**src/rtl/combo_pkg.sv**
```systemverilog
// Shared types and constants for the combo2 sweep controller.
// No logic; the golden table is the truth table of o = ~((a&b)|(c^d)).
// Bit k of a table is o for {a,b,c,d} = k.
package combo_pkg;

    localparam int VEC_W   = 4;
    localparam int TABLE_W = 16;

    localparam logic [TABLE_W-1:0] COMBO2_GOLDEN = 16'h0999;

    typedef enum logic [2:0] {
        IDLE   = 3'd0,
        APPLY  = 3'd1,
        SETTLE = 3'd2,
        SAMPLE = 3'd3,
        DONE   = 3'd4
    } state_e;

endpackage

```
**src/rtl/combo2_sweep_ctrl.sv**
```systemverilog
// Sweeps all 16 {a,b,c,d} vectors into an external 4-input function and captures its truth table.
// Latency: 2+SETTLE_CYCLES cycles per vector; done is high 16*(2+SETTLE_CYCLES)+1 cycles after start is sampled.
// No backpressure; abort cancels a sweep. Optional first-failure capture under COMBO_SWEEP_FIRSTFAIL_EN.
module combo2_sweep_ctrl
    import combo_pkg::*;
#(
    parameter int                 SETTLE_CYCLES  = 1,
    parameter logic [TABLE_W-1:0] EXPECTED_TABLE = COMBO2_GOLDEN
) (
    input  logic                 clk,
    input  logic                 rst,
    input  logic                 start,
    input  logic                 abort,
    input  logic                 fn_o,
    output logic [VEC_W-1:0]     vec_out,
    output logic                 busy,
    output logic                 done,
    output logic                 pass,
`ifdef COMBO_SWEEP_FIRSTFAIL_EN
    output logic                 fail_valid,
    output logic [VEC_W-1:0]     first_fail_idx,
`endif
    output logic [TABLE_W-1:0]   truth_table
);

    localparam logic [7:0] SETTLE_INIT = 8'(SETTLE_CYCLES);

    state_e             state;
    logic [VEC_W-1:0]   idx;
    logic [7:0]         settle_cnt;
    logic [TABLE_W-1:0] table_next;

    // Table as it will look once the current sample lands; lets pass be valid in the same cycle as done.
    always_comb begin
        table_next      = truth_table;
        table_next[idx] = fn_o;
    end

    assign busy = (state == APPLY) || (state == SETTLE) || (state == SAMPLE);

    // Sweep sequencer: vector drive, settle countdown, sample capture and verdict.
    always_ff @(posedge clk) begin
        if (rst) begin
            state       <= IDLE;
            idx         <= '0;
            settle_cnt  <= '0;
            vec_out     <= '0;
            done        <= 1'b0;
            pass        <= 1'b0;
            truth_table <= '0;
        end else begin
            done <= 1'b0;
            case (state)
                IDLE: begin
                    if (start) begin
                        idx         <= '0;
                        truth_table <= '0;
                        pass        <= 1'b0;
                        state       <= APPLY;
                    end
                end
                APPLY: begin
                    if (abort) begin
                        pass  <= 1'b0;
                        state <= IDLE;
                    end else begin
                        vec_out    <= idx;
                        settle_cnt <= SETTLE_INIT;
                        state      <= (SETTLE_CYCLES == 0) ? SAMPLE : SETTLE;
                    end
                end
                SETTLE: begin
                    if (abort) begin
                        pass  <= 1'b0;
                        state <= IDLE;
                    end else begin
                        settle_cnt <= settle_cnt - 8'd1;
                        if (settle_cnt <= 8'd1) begin
                            state <= SAMPLE;
                        end
                    end
                end
                SAMPLE: begin
                    if (abort) begin
                        pass  <= 1'b0;
                        state <= IDLE;
                    end else begin
                        truth_table <= table_next;
                        if (idx == VEC_W'(TABLE_W - 1)) begin
                            // Last vector: finish rather than letting idx wrap to 0.
                            done  <= 1'b1;
                            pass  <= (table_next == EXPECTED_TABLE);
                            state <= DONE;
                        end else begin
                            idx   <= idx + 1'b1;
                            state <= APPLY;
                        end
                    end
                end
                DONE: begin
                    state <= IDLE;
                end
                default: begin
                    state <= IDLE;
                end
            endcase
        end
    end

`ifdef COMBO_SWEEP_FIRSTFAIL_EN
    // Latch the index of the first sample that disagrees with the golden table.
    always_ff @(posedge clk) begin
        if (rst) begin
            fail_valid     <= 1'b0;
            first_fail_idx <= '0;
        end else if (state == IDLE && start) begin
            fail_valid     <= 1'b0;
            first_fail_idx <= '0;
        end else if (state == SAMPLE && !abort && !fail_valid
                     && (fn_o != EXPECTED_TABLE[idx])) begin
            fail_valid     <= 1'b1;
            first_fail_idx <= idx;
        end
    end
`endif

endmodule

```
**config.mk**
```make
export PLATFORM = sky130hd
export DESIGN_NAME = combo2_sweep_ctrl
export DESIGN_NICKNAME = d
export VERILOG_FILES = /design/src/rtl/combo_pkg.sv /design/src/rtl/combo2_sweep_ctrl.sv
export SDC_FILE = /design/constraint.sdc
export NUM_CORES = 1
export LEC_CHECK = 0
export ABC_CLOCK_PERIOD_IN_PS = 4600
export CAP_MARGIN = 10
export CORE_UTILIZATION = 35
export DETAILED_ROUTE_END_ITERATION = 8
export MAX_ROUTING_LAYER = met4
export SETUP_SLACK_MARGIN = 0.02
export SYNTH_ARGS = -nofsm -noshare
export SYNTH_HDL_FRONTEND = slang
export SYNTH_SLANG_ARGS = --single-unit
```
**constraint.sdc**
```tcl
create_clock -name clk -period 4.6 [get_ports clk]
set_input_delay 0.46 -clock clk [delete_from_list [all_inputs] [get_ports clk]]
set_output_delay 0.46 -clock clk [all_outputs]
set_load 0.005 [all_outputs]
```
==> impl_metrics.tcl, run 1 <==
set metrics [dict create \
    status "completed" \
    start_util 0.373 \
    drc 0 \
    synth.most_common_cell "dfxtp_1" \
    yosys.area_share.xor_xnor 0.0166 \
    overflow 0 \
    finalHoldViolations 0 \
    gp_congestion 0.802 \
    cts.reportedPaths.clkPinSlew_ns 0.08 \
    synth-seq-area-share 0.350 \
    clk_path_buf_depth 2 \
    final_layout_size_suffix_gt1_frac 0.0662 \
    r2r_end "pass$_SDFFE_PP0P_" \
    cts_setup_buffers 0 \
    place_hpwl_mm 3.38 \
    regArea_um2 741 \
    synth_top_family_by_area "simple AND/OR/NAND/NOR gates" \
    grt_start_max_net_pins 36 \
    cp_slowest_cell "dfxtp_1" \
    synth.area.top_cells "dfxtp_1, a21oi_1, nand2_1, ha_1, mux2i_1" \
    synth.mux.area_fraction 0.0597 \
    syn_nets 266 \
    yosys.area.top_type "dfxtp_1" \
    routedWlPerCell_um 14.8 \
    first_pass_iters 4 \
    syn-cell-area_mm2 0.00212 \
    slew_viol_final 0 \
    rsz0062_at_grt "no" \
    period_minus_slack_ns 2.51 \
    crit_path_cell_trace "nand3_2 > mux2_4 > a2111o_1 > or4_1 > mux2i_1" \
    synth_adder_area_share 0.0473 \
    synthSimpleGateAreaFrac 0.284 \
    crit_type "reg -> reg" \
    max-slew-margin-rel 0.325 \
    powerDensity_mw_per_mm2 285 \
    vias 1885 \
    drtIter0Drc 156 \
    dr_wl_met2_mm 2.36 \
    dieWidth_um 79.8 \
    portBuffers 27 \
    grt_pass1_vias 1752 \
    route.met3.wl_um 226 \
    insertedDiodeCount 0 \
    async_flop_share 0 \
    worstSetupStartpointType "flop" \
    io-pin-count 28 \
    antenna_found_initial 0 \
    cts_tree "built" \
    endpoint_kind "flop" \
    r2r.worst_path.cells 5 \
    fp.dieH_um 79.8 \
    synthTopCellsByCount "dfxtp_1, a21oi_1, nand2_1" \
    fin_tns_setup_ns 0 \
    p_leak_nw 0.868 \
    final-setup-viol-count 0 \
    n_fill_cell 584 \
    multiInputGateArea_mm2 0.00126 \
    wl_met1_mm 2.46 \
    ys_types 56 \
    worstMarginPinSlew_ns 1.01 \
    crit_required_ns 4.83 \
    cap_violations 0 \
    grtUsageTotal 0.181 \
    grt_pass1_wl_mm 8.66 \
    fin_crit_sh 0.547 \
    min_to "vec_out[2]$_SDFFE_PP0N_" \
    routed_via_density 5.48 \
    ys_seq_elements 37 \
    synth-edff-count 0 \
    insertion_delay_ns 0.30 \
    drt-total-wl_mm 5.11 \
    cp_max_fo 27 \
    slowest_delay_ns 0.99 \
    cts-root-buf "clkbuf_8" \
    synth_top_area_frac 0.350 \
    synth_cells 253 \
    whs_path_depth 2 \
    regToRegSetupSlack_ns 2.09 \
    postCtsHoldBufs 0 \
    rows 27 \
    yosysWarnings 0 \
    clock.fmax_mhz 398 \
    min-delay-start "vec_out[2]$_SDFFE_PP0N_" \
    hold_slack_ns 0.457 \
    finClkSkew_ns 0.00501 \
    synth-compound-area-share 0.189 \
    arrival_ns 2.74 \
    clock_sinks 37 \
    cts-resized-gates 0 \
    dieArea_mm2 0.00636 \
    regToRegStartpoint "idx[3]$_SDFFE_PP0P_" \
    h-tree-depth 2 \
    topRoutingLayerUsed "met4" \
    area_growth_pct 19.5 \
    hold_class "reg -> reg" \
    nNetsFinal 284 \
    vdd_drop_max_mv 0.120 \
    synthFlopType "dfxtp_1" \
    drtAntennaViolNets 0 \
    core_mm2 0.00568 \
    avgSynthCellArea_um2 8.36 \
    cts_buffers 5 \
]
-- critical path, delay by kind of cell, from the launching register on --
family             cells  cell delay [ns]
muxes                  2             0.50
DFF                    1             0.99
AOI/OAI and AO/OA      1             0.33
and+or+nand+nor        2             0.62
-- per-stage QoR --
step                      area, um^2  utilization  power [W]  cells  setup slack (ns)
after floorplan                 2120            -   0.000372    253              2.47
after global placement          2390        0.422   0.000387    336              2.11
after detailed placement        2390        0.422   0.000387    336              2.08
after CTS                       2530        0.446   0.000728    344              2.12
after global routing            2530        0.446   0.000749    344              1.96
final                           2530        0.446   0.000721    344              2.09
-- sequential cells by signal, summed over array words and instances (netlist names) --
name         cells
state            3
settle_cnt       8
truth_table     16
vec_out          4
done             1
pass             1
idx              4
-- how the worst max path moves through the flow --
stage	from	to	slack, ns	depth (start not counted)
after detailed placement	abort	settle_cnt[6]$_SDFFE_PP0P_	2.08	6
after floorplan	idx[0]$_SDFFE_PP0P_	pass$_SDFFE_PP0P_	2.47	7
after CTS	idx[3]$_SDFFE_PP0P_	pass$_SDFFE_PP0P_	2.12	5
final	idx[3]$_SDFFE_PP0P_	pass$_SDFFE_PP0P_	2.09	5
after global routing	idx[3]$_SDFFE_PP0P_	pass$_SDFFE_PP0P_	1.96	5
after global placement	abort	settle_cnt[6]$_SDFFE_PP0P_	2.11	6
-- power by group --
group | total [W] | internal (W) | switching (W)
logic | 0.0000492 | 0.0000185 | 0.0000307
registers | 0.000331 | 0.000324 | 0.00000642
clock network | 0.000341 | 0.000215 | 0.000126
total | 0.000721 | 0.000558 | 0.000163
-- placed cells by master, fill, tap and decap left out, drive strengths merged, types with 7 or more instances in the layout --
cell type,Yosys,final
nand3b,7,7
mux2i,10,10
nand2,29,29
dfxtp,37,37
clkdlybuf4s50,0,27
nor2,15,15
o21ai,10,10
nand3,10,10
ha,8,8
a21oi,35,35
-- cell type report --
class | instances | area share
repair buffers | 28 | 0.110
multi-input cells | 193 | 0.500
well taps | 72 | 0.0356
flip-flops and latches | 37 | 0.293
clock buffers | 5 | 0.0272
clock inverters | 3 | 0.0257
inverters | 6 | 0.00891
-- metal layers --
metal / track usage / vias up
met2: 0.272 / 39
met1: 0.244 / 886
met4: 0.0536 / 0
li1: - / 954
met5: - / -
met3: 0.0389 / 6
-- cell families (layout without fill, tap and decap cells) --
family	Yosys count	count (layout)
AO/OA/AOI/OAI	65	65
XOR/XNOR	4	4
adder cells (fa/ha/maj)	8	8
buffers and inverters	23	42
flip-flops	37	37
multiplexers	12	12
AND/OR/NAND/NOR	104	104
No activity file was read; power rests on OpenSTA's default activity.
==> inputs of run 2 (changes only) <==
--- a/config.mk
+++ b/config.mk
@@ -5,7 +5,7 @@
 export SDC_FILE = /design/constraint.sdc
 export NUM_CORES = 1
 export LEC_CHECK = 0
-export ABC_CLOCK_PERIOD_IN_PS = 4600
+export ABC_CLOCK_PERIOD_IN_PS = 2300
 export CAP_MARGIN = 10
 export CORE_UTILIZATION = 35
 export DETAILED_ROUTE_END_ITERATION = 8
==> constraint.sdc (replaced) <==
create_clock -name clk -period 2.3 [get_ports clk]
set_input_delay 0.23 -clock clk [delete_from_list [all_inputs] [get_ports clk]]
set_output_delay 0.23 -clock clk [all_outputs]
set_load 0.005 [all_outputs]
==> run 2 against run 1 <==
Sequential share of layout area fell by 1.8 points. Hold slack barely moved. Cell count rose by 5.8%. Clock power rose by 100%. Flip-flop and latch count did not move. Combinational power rose by 130%. Via count rose by 4.7%. Non-clock buffer count rose by 20. Fmax rose by 17%. Final area rose by 6.7%. Register-to-register slack got worse by 1.9 ns. First-iteration DRC count fell by 38%. Critical endpoint unchanged.
==> impl_metrics.tcl, run 2 (synthesis results as in run 1) <==
set metrics [dict create \
    status "completed" \
    grt_pass1_vias 1807 \
    largest_register_ff_count 16 \
    p_leak_nw 0.976 \
    dieArea_mm2 0.00636 \
    multiInputGateArea_mm2 0.00127 \
    regToRegStartpoint "idx[0]$_SDFFE_PP0P_" \
    vias 1974 \
    crit_end "pass$_SDFFE_PP0P_" \
    r2r.worst_path.cells 7 \
    fin_tns_setup_ns 0 \
    overflow 0 \
    finalHoldViolations 0 \
    final.setup.worst_slack_ns 0.143 \
    final-setup-viol-count 0 \
    busiest_layer "met2" \
    finalNonFillerCells 364 \
    regToRegSetupSlack_ns 0.14 \
    rows 27 \
    top_regs "truth_table x16, settle_cnt x8" \
    regArea_um2 741 \
    start_util 0.373 \
    arrival_ns 2.38 \
    cts-root-buf "clkbuf_8" \
    cp_max_fo 4 \
    area_growth_pct 27.6 \
    drt-total-wl_mm 5.39 \
    gp_congestion 0.797 \
    cap_violations 0 \
    drtAntennaViolNets 0 \
    core_mm2 0.00568 \
    grt_pass1_wl_mm 8.77 \
    io-pin-count 28 \
    nNetsFinal 304 \
    clk_path_buf_depth 2 \
    postCtsHoldBufs 0 \
    grt_util_met3 0.0594 \
    clock_sinks 37 \
    clock.fmax_mhz 464 \
    place_hpwl_mm 3.86 \
    startpoint "idx[0]$_SDFFE_PP0P_" \
    drtIter0Drc 96 \
    period_minus_slack_ns 2.16 \
    routedWlPerCell_um 14.8 \
    grtUsageMet1 0.241 \
    insertion_delay_ns 0.30 \
    max-slew-margin-rel 0.659 \
    final_layout_size_suffix_gt1_frac 0.137 \
    cts.reportedPaths.clkPinSlew_ns 0.08 \
    insertedDiodeCount 0 \
    slew_viol_final 0 \
    vdd_drop_max_mv 0.322 \
    crit_required_ns 2.53 \
    cts_tree "built" \
    fin_crit_sh 0.938 \
    worstMarginPinSlew_ns 0.510 \
    placed_cells 355 \
    drc 0 \
    cts_buffers 5 \
    final_cell_mix "dfxtp_1, a21oi_1, nand2_1" \
    met2_usage 0.278 \
    grtUsageTotal 0.185 \
    n_fill_cell 575 \
    power_w 0.00146 \
    finClkSkew_ns 0.00574 \
    dieWidth_um 79.8 \
    antenna_found_initial 0 \
    endpoint_kind "flop" \
    pre_cts_ws_ns 0.0978 \
    h-tree-depth 2 \
    powerDensity_mw_per_mm2 540 \
    grt_start_max_net_pins 35 \
    crit_type "reg -> reg" \
    hold_class "reg -> reg" \
    final_common_cell "dfxtp_1" \
    r2r_end "pass$_SDFFE_PP0P_" \
    portBuffers 27 \
    rsz0062_at_grt "no" \
    fp.dieH_um 79.8 \
    regMostFlops "truth_table" \
    final_util 0.476 \
    routed_via_density 5.42 \
    worstSetupStartpointType "flop" \
    first_pass_iters 4 \
]
## run 2: metal layers
layer	vias to the layer above	wire, um
met4	0	64
met5	-	0
li1	995	-
met2	35	2440
met1	936	2650
met3	8	237
## run 2: repair_timing
item                       4_1_cts  5_1_grt
gates resized for setup          0        2
setup endpoints to repair        0        1
setup buffers                    0        1
## run 2: worst min-delay path by stage
stage / from / end / slack, ns / cells after the start
final: vec_out[2]$_SDFFE_PP0N_ / vec_out[2]$_SDFFE_PP0N_ / 0.46 / 2
after global routing: truth_table[2]$_SDFFE_PP0P_ / truth_table[2]$_SDFFE_PP0P_ / 0.50 / 2
after CTS: vec_out[2]$_SDFFE_PP0N_ / vec_out[2]$_SDFFE_PP0N_ / 0.46 / 2
after detailed placement: vec_out[2]$_SDFFE_PP0N_ / vec_out[2]$_SDFFE_PP0N_ / 0.45 / 2
after global placement: vec_out[2]$_SDFFE_PP0N_ / vec_out[2]$_SDFFE_PP0N_ / 0.45 / 2
after floorplan: abort / state[1]$_SDFFE_PP0P_ / 0.44 / 3
## run 2: cell type report
class,count,area share
clock buffer,5,0.0255
clock inverter,3,0.0241
inverter,6,0.00834
multi-input combinational,193,0.471
sequential,37,0.274
tap,72,0.0334
timing repair buffer,48,0.163
## run 2: metrics by stage
stage / area [um^2] / hold WS, ns
after global placement: 2550 / 0.446
after floorplan: 2120 / 0.443
after CTS: 2680 / 0.463
after global routing: 2700 / 0.503
after detailed placement: 2550 / 0.451
final: 2700 / 0.457
## run 2: worst max-delay path, cell delays in order, from the launching register on
cell and delay [ns]:
dfxtp_1 0.35, inv_1 0.13, ha_2 0.23, nand3_2 0.09, mux2_4 0.32, a2111o_1 0.34
or4_1 0.48, mux2i_1 0.14
## run 2: where the power goes
part / leakage, nW / internal (W) / switching, W / total, W
clock network: 0.0681 / 0.000431 / 0.000255 / 0.000686
logic: 0.609 / 0.0000467 / 0.0000647 / 0.000111
registers: 0.299 / 0.000648 / 0.0000127 / 0.000661
total: 0.976 / 0.00113 / 0.000333 / 0.00146
==> inputs of run 3 (changes only) <==
--- a/config.mk
+++ b/config.mk
@@ -5,6 +5,7 @@
 export SDC_FILE = /design/constraint.sdc
 export NUM_CORES = 1
 export LEC_CHECK = 0
+export ABC_AREA = 1
 export ABC_CLOCK_PERIOD_IN_PS = 2300
 export CAP_MARGIN = 10
 export CORE_UTILIZATION = 35
==> run 3 against run 2 <==
Sequential power is 3.2% higher. Total power is 1.4% higher. Clock power is 13% lower. Via count is 2.9% higher. Register-to-register slack better by 0.38 ns. Area after synthesis is 6.1% lower. Critical path type unchanged. Highest routed layer unchanged.
==> impl_metrics.tcl, run 3 <==
set metrics [dict create \
    start_util 0.363 \
    async_flop_share 0 \
    h-tree-depth 2 \
    p_leak_nw 0.983 \
    power_w 0.00148 \
    max-slew-margin-rel 0.756 \
    fin_crit_sh 0.773 \
    synth.most_common_cell "nand2_1" \
    grtUsageTotal 0.188 \
    core_mm2 0.00547 \
    vias 2031 \
    gp_congestion 0.887 \
    antenna_found_initial 0 \
    powerDensity_mw_per_mm2 602 \
    regToRegSetupSlack_ns 0.52 \
    dieWidth_um 77.3 \
    area_growth_pct 23.6 \
    slew_viol_final 0 \
    drc 0 \
    endpoint_kind "flop" \
    clock_sinks 37 \
    syn-cell-area_mm2 0.00199 \
    cts_tree "built" \
    synth_cells 304 \
    grt_pass1_wl_mm 8.73 \
    crit_type "reg -> reg" \
    slowest_delay_ns 0.37 \
    period_minus_slack_ns 1.78 \
    synth-seq-area-share 0.373 \
    hold_slack_ns 0.474 \
    largest_register_ff_count 16 \
    final_layout_size_suffix_gt1_frac 0.0511 \
    io-pin-count 28 \
    status "completed" \
    synth_top_area_frac 0.373 \
    cts-root-buf "clkbuf_8" \
    crit_path_frequent_cell "nand2_1" \
    nNetsFinal 345 \
    cts_setup_buffers 0 \
    postCtsHoldBufs 0 \
    p_sw_w 0.000380 \
    pre_cts_ws_ns 0.527 \
    cts.reportedPaths.clkPinSlew_ns 0.08 \
    synthTopCellsByCount "nand2_1, nand3_1, dfxtp_1" \
    cts_buffers 5 \
    yosys.area.top_type "dfxtp_1" \
    synth-edff-count 0 \
    whs_path_depth 1 \
    clk_path_buf_depth 2 \
    vdd_drop_max_mv 0.398 \
    r2r_end "pass$_SDFFE_PP0P_" \
    final_cell_mix "nand2_1, nand3_1, dfxtp_1" \
    avgSynthCellArea_um2 6.54 \
    synthFlopType "dfxtp_1" \
    rsz0062_at_grt "no" \
    dieArea_mm2 0.00598 \
    pwr-share-seq 0.461 \
    overflow 0 \
    drt-total-wl_mm 5.21 \
    worstMarginPinSlew_ns 0.363 \
    top_regs "truth_table x16, settle_cnt x8" \
    finalHoldViolations 0 \
    cap_violations 0 \
    swShare 0.257 \
    cts-resized-gates 0 \
    clock.fmax_mhz 562 \
    crit_path_cell_trace "inv_1 > ha_1 > nand3_1 > nand2_1 > nand2_1 > nor2_1 > nand2_1 > nor2_1 > nand3_1 > a21oi_1" \
    regMostFlops "truth_table" \
    clkPwrFrac 0.402 \
    place_hpwl_mm 3.78 \
    yosysWarnings 0 \
    ys_seq_elements 37 \
    n_fill_cell 596 \
    final-setup-viol-count 0 \
    syn_nets 317 \
    routed_via_density 5.01 \
    crit_required_ns 2.53 \
    grt_pass1_vias 1912 \
    finClkSkew_ns 0.00632 \
    final_common_cell "nand2_1" \
    ys_types 24 \
    synth.area.top_cells "dfxtp_1, nand2_1, nand3_1, a21oi_1, nor2_1" \
    min-delay-start "settle_cnt[5]$_SDFFE_PP0P_" \
    insertedDiodeCount 0 \
    hold_class "reg -> reg" \
    final.setup.worst_slack_ns 0.522 \
    fp.dieH_um 77.3 \
    drtAntennaViolNets 0 \
    cp_max_fo 8 \
    rows 27 \
    arrival_ns 2.01 \
    worstSetupStartpointType "flop" \
    min_to "settle_cnt[5]$_SDFFE_PP0P_" \
    portBuffers 27 \
    p_int_w 0.00110 \
    regToRegStartpoint "idx[1]$_SDFFE_PP0P_" \
    power_frac_comb 0.137 \
    r2r.worst_path.cells 10 \
    routedWlPerCell_um 12.9 \
    fin_tns_setup_ns 0 \
    cp_slowest_cell "dfxtp_1" \
    first_pass_iters 4 \
    drtIter0Drc 150 \
    insertion_delay_ns 0.29 \
    grt_start_max_net_pins 26 \
]
[run 3: cell count changes in the layout (fill, tap and decap cells not counted), moves of 5 or more]
cell / delta
nand2_1: +47
or3_1: -6
or4_1: -5
a21oi_1: -9
nor2_1: +17
buf_4: -14
nand3b_1: -5
nand3_1: +29
nor3_1: +5
mux2i_1: -10
inv_1: +23
o21ai_0: +11
[run 3: worst max-delay path by stage]
stage / startpoint / slack, ns / end
2_1_floorplan: idx[1]$_SDFFE_PP0P_ / 0.84 / pass$_SDFFE_PP0P_
3_3_place_gp: idx[0]$_SDFFE_PP0P_ / 0.52 / pass$_SDFFE_PP0P_
3_5_place_dp: abort / 0.53 / idx[3]$_SDFFE_PP0P_
4_1_cts: idx[0]$_SDFFE_PP0P_ / 0.54 / pass$_SDFFE_PP0P_
5_1_grt: idx[0]$_SDFFE_PP0P_ / 0.30 / pass$_SDFFE_PP0P_
6_report: idx[1]$_SDFFE_PP0P_ / 0.52 / pass$_SDFFE_PP0P_
[run 3: worst max-delay path: cells and delay by family (launching register included)]
family	cells	cell delay, ns
AND/OR/NAND/NOR	7	0.72
flip-flops	1	0.37
adder cells (fa/ha/maj)	1	0.36
buffers and inverters	1	0.15
AO/OA/AOI/OAI	1	0.12
[run 3: logic make-up after synthesis]
group / synth area share
and+or+nand+nor: 0.360
AOI/OAI and AO/OA: 0.130
buffers and inverters: 0.0869
DFF: 0.373
adders and majority gates: 0.0504
[run 3: power by group through the flow]
stage                     Combinational, W  Sequential [W]  Clock (W)
final                             0.000202        0.000682   0.000595
after global routing              0.000227        0.000685   0.000638
after CTS                         0.000203        0.000682   0.000606
after detailed placement          0.000202        0.000697          0
after global placement            0.000201        0.000696          0
after floorplan                   0.000125        0.000695          0
[run 3: layout make-up]
cell class | count | area [um^2] | area share
inverters | 32 | 120 | 0.0489
clock buffers | 7 | 86.3 | 0.0352
repair buffers | 33 | 315 | 0.128
flip-flops and latches | 37 | 741 | 0.302
well taps | 72 | 90.1 | 0.0367
clock inverters | 1 | 30.0 | 0.0122
multi-input cells | 223 | 1070 | 0.437
[run 3: metal layers]
layer	vias to the layer above	wire length, um	GRT usage
met4	0	53	0.0396
met5	-	0	-
met3	8	223	0.0482
met2	46	2570	0.333
li1	1051	-	-
met1	926	2360	0.212
[run 3: stage by stage]
step	instance area, um^2	util	cells
finish	2460	0.449	405
global route	2460	0.449	405
CTS	2460	0.449	405
detailed placement	2340	0.428	397
global placement	2340	0.428	397
floorplan	1990	-	304
